[src/rtl/shift_reg.sv]
// Bidirectional serial-in, parallel-out shift register with shift enable.
// Contents are cleared asynchronously by an active-low reset.
module shift_reg #(
   parameter int MSB = 8
) (
   input  logic           clk,
   input  logic           rstn,
   input  logic           d,
   input  logic           en,
   input  logic           dir,
   output logic [MSB-1:0] out
);

   // dir=0 shifts toward the top bit (d enters bit 0); dir=1 shifts toward bit 0 (d enters the top bit)
   always_ff @(posedge clk or negedge rstn) begin
      if (!rstn) begin
         out <= '0;
      end else if (en) begin
         if (dir) begin
            out <= {d, out[MSB-1:1]};
         end else begin
            out <= {out[MSB-2:0], d};
         end
      end
   end

endmodule

[config.mk]
export PLATFORM = sky130hd
export DESIGN_NAME = shift_reg
export DESIGN_NICKNAME = d
export VERILOG_FILES = /design/src/rtl/shift_reg.sv
export SDC_FILE = /design/constraint.sdc
export NUM_CORES = 1
export LEC_CHECK = 0
export ABC_AREA = 1
export BUFFER_PORTS_ARGS = -buffer_cell sky130_fd_sc_hd__buf_4
export CAP_MARGIN = 20
export CORE_AREA = 2 2 39 41
export CTS_CLUSTER_SIZE = 28
export DETAILED_ROUTE_END_ITERATION = 8
export DIE_AREA = 0 0 41 43
export SYNTH_ARGS = -nofsm -noshare
export SYNTH_HDL_FRONTEND = slang
export SYNTH_SLANG_ARGS = --single-unit
[constraint.sdc]
create_clock -name clk -period 0.9 [get_ports clk]
set_input_delay 0.18 -clock clk [delete_from_list [all_inputs] [get_ports clk]]
set_output_delay 0.18 -clock clk [all_outputs]
set_load 0.1 [all_outputs]
==> impl_metrics.toml <==
[global_routing]
grt_pass1_wl_um = 1700
grt_max_degree = 10
antenna_found_initial = 0
overflow = 0
grt_pass1_vias = 421
grt_use_total = 0.155

[setup_path]
cp_top_family = "flip-flops"
cp-end-kind = "output pin"
critPathBufInv = 1
reg2reg_depth = 5
cpMaxStageDelayCell = "dfrtp_4"
crit_end = "out[5]"
slowest_delay_ps = 490
start_kind = "flop"
startpoint = "out[5]"
cp_max_fo = 2
ff2ff_setup_slack_ps = -60
path_depth = 1
timing.rr.end = "out[5]"
r2r-start = "out[6]"
worstSetupPathType = "reg2out"
path_cells = "buf_12"
worstPathRequired_ps = 720
arrival_ps = 940

[timing]
fmax_mhz = 894
setup_slack_ps = -218
final-hold-violation-count = 0
finalSetupViolCount = 16
slew_headroom = 0.899
slew_violations = 0
rsz0062_at_grt = "true"
layout_worst_path_cycle_share = 1.24
skew_ps = 10.8
finalCriticalPeriod_ps = 1120
timing.setup.tns_ps = -1980
tightestPinTransition_ps = 152

[finish]
layout-drive-gt1-share = 0.651
final_common_cell = "nand2_1"
fillCellCount = 121
multi_input_area_um2 = 205
regArea_um2 = 230
top_regs = "out x8"
layout.nets = 90
layout-area-overhead-vs-synth_pct = 92.3
fin_cells = 99
layout_common_cells = "nand2_1 (24), nand2_2 (8), dfrtp_4 (8), buf_12 (8), buf_4 (7)"
regMostFlops = "out"
largest_reg_flops = 8
antenna_cells = 0

[route]
ant_nets = 0
drtIter0Drc = 7
avgViaCountPerCell = 4.59
routedWlPerCell_um = 11.4
vias = 454
firstDrtPassIters = 3
wl_um = 1130
route.detailed.drc = 0

[clocking]
clockBufferDepth = 2
root_buffer = "clkbuf_4"
cts_tree = "built"
cts.clk_slew.worst_paths_ps = 60
clk_latency_ps = 270
clock_sinks = 8
cts-buffers-inserted = 3
cts_htree_levels = 1

[pwr]
p_switching_mw = 0.776
p_seq_frac = 0.291
switching_share = 0.447
total_power_mw = 1.74
p_leak_nw = 0.406
clkPwrFrac = 0.168
p_int_mw = 0.961
powerDensity_nw_per_um2 = 2150
ir_worst_vdd_mv = 0.989
combPwrFrac = 0.541

[place]
hpwl_um = 639
dp_cells = 87
pre_cts_ws_ps = 13.0
routabilityCongestion = 0.715
io_buffer_count = 12

[min_path]
min_from = "d"
min_path_type = "in2reg"

[floorplan]
fp-row-count = 14
die_y_um = 43
start_util = 0.304
core_area_um2 = 1380
die_w_um = 41
die_area_um2 = 1760
io-pin-count = 13

[logic_synthesis]
yosys_warnings = 0
synth_cells = 61
ys_types = 7
avgSynthCellArea_um2 = 6.89
ys_ff_latch = 8
netlist_area_um2 = 420
syn_nets = 66
ys_seq_area_frac = 0.476

[outcome]
violations = "setup timing"
status = "finished with violations"

[flow_run]
drv_cap = 0
## metal layers
| metal | share of wire | vias to the layer above | GRT usage | wire (µm) |
|---|---|---|---|---|
| met5 | 0 | - | 0 | 0 |
| met2 | 0.53 | 9 | 0.206 | 593 |
| met1 | 0.40 | 216 | 0.179 | 448 |
| met3 | 0.036 | 4 | 0.0628 | 41 |
| li1 | - | 225 | - | - |
| met4 | 0.040 | 0 | 0.140 | 45 |
## power by group through the flow
stage	registers (mW)	logic (mW)	clock network, mW
4_1_cts	0.499	0.866	0.300
3_5_place_dp	0.501	0.628	0
2_1_floorplan	0.879	0.126	0
5_1_grt	0.512	0.984	0.317
6_report	0.506	0.940	0.292
3_3_place_gp	0.496	0.628	0
## through the flow
step           area, µm²   util  hold slack [ps]
2_1_floorplan        450      -             -116
3_3_place_gp         542  0.392             4.35
3_5_place_dp         542  0.392             7.11
4_1_cts              738  0.533              213
5_1_grt              808  0.584              242
6_report             808  0.584              220
## cell families after synthesis
logic type	Yosys count	share of synthesized area
buf+inv	13	0.143
flops	8	0.476
simple gates	40	0.381
## synth_stat cells
| cell | number | share of area |
|---|---|---|
| inv_2 | 2 | 0.018 |
| dfrtp_1 | 8 | 0.48 |
| inv_1 | 9 | 0.080 |
| buf_6 | 1 | 0.027 |
| buf_4 | 1 | 0.018 |
| nand2_1 | 32 | 0.29 |
| nand3_1 | 8 | 0.095 |
## worst register-to-register path: cells and delay by family, from the launching register on
| kind | cells | cell delay, ps |
|---|---|---|
| and+or+nand+nor | 3 | 170 |
| buffers and inverters | 2 | 200 |
| DFF | 1 | 490 |
## area by class of cell
class	count	share of cell area
clock buffer	3	0.0279
inverter	11	0.0635
multi-input combinational	40	0.254
sequential	8	0.285
tap	16	0.0248
timing repair buffer	21	0.345
## repair_timing
action,CTS,global route
setup endpoints to repair,8,16
cloned,0,0
pin swaps,0,9
gates resized for setup,25,22
setup buffers,8,1
hold buffers,1,0
endpoints found under the hold margin,8,0
## how the worst min path moves through the flow
stage / cells past startpoint / endpoint
floorplan: 0 / out[0]
global placement: 1 / out[5]
detailed placement: 1 / out[5]
CTS: 3 / out[7]
global route: 3 / out[2]
finish: 5 / out[7]
Power figures use the tool's default switching activity.
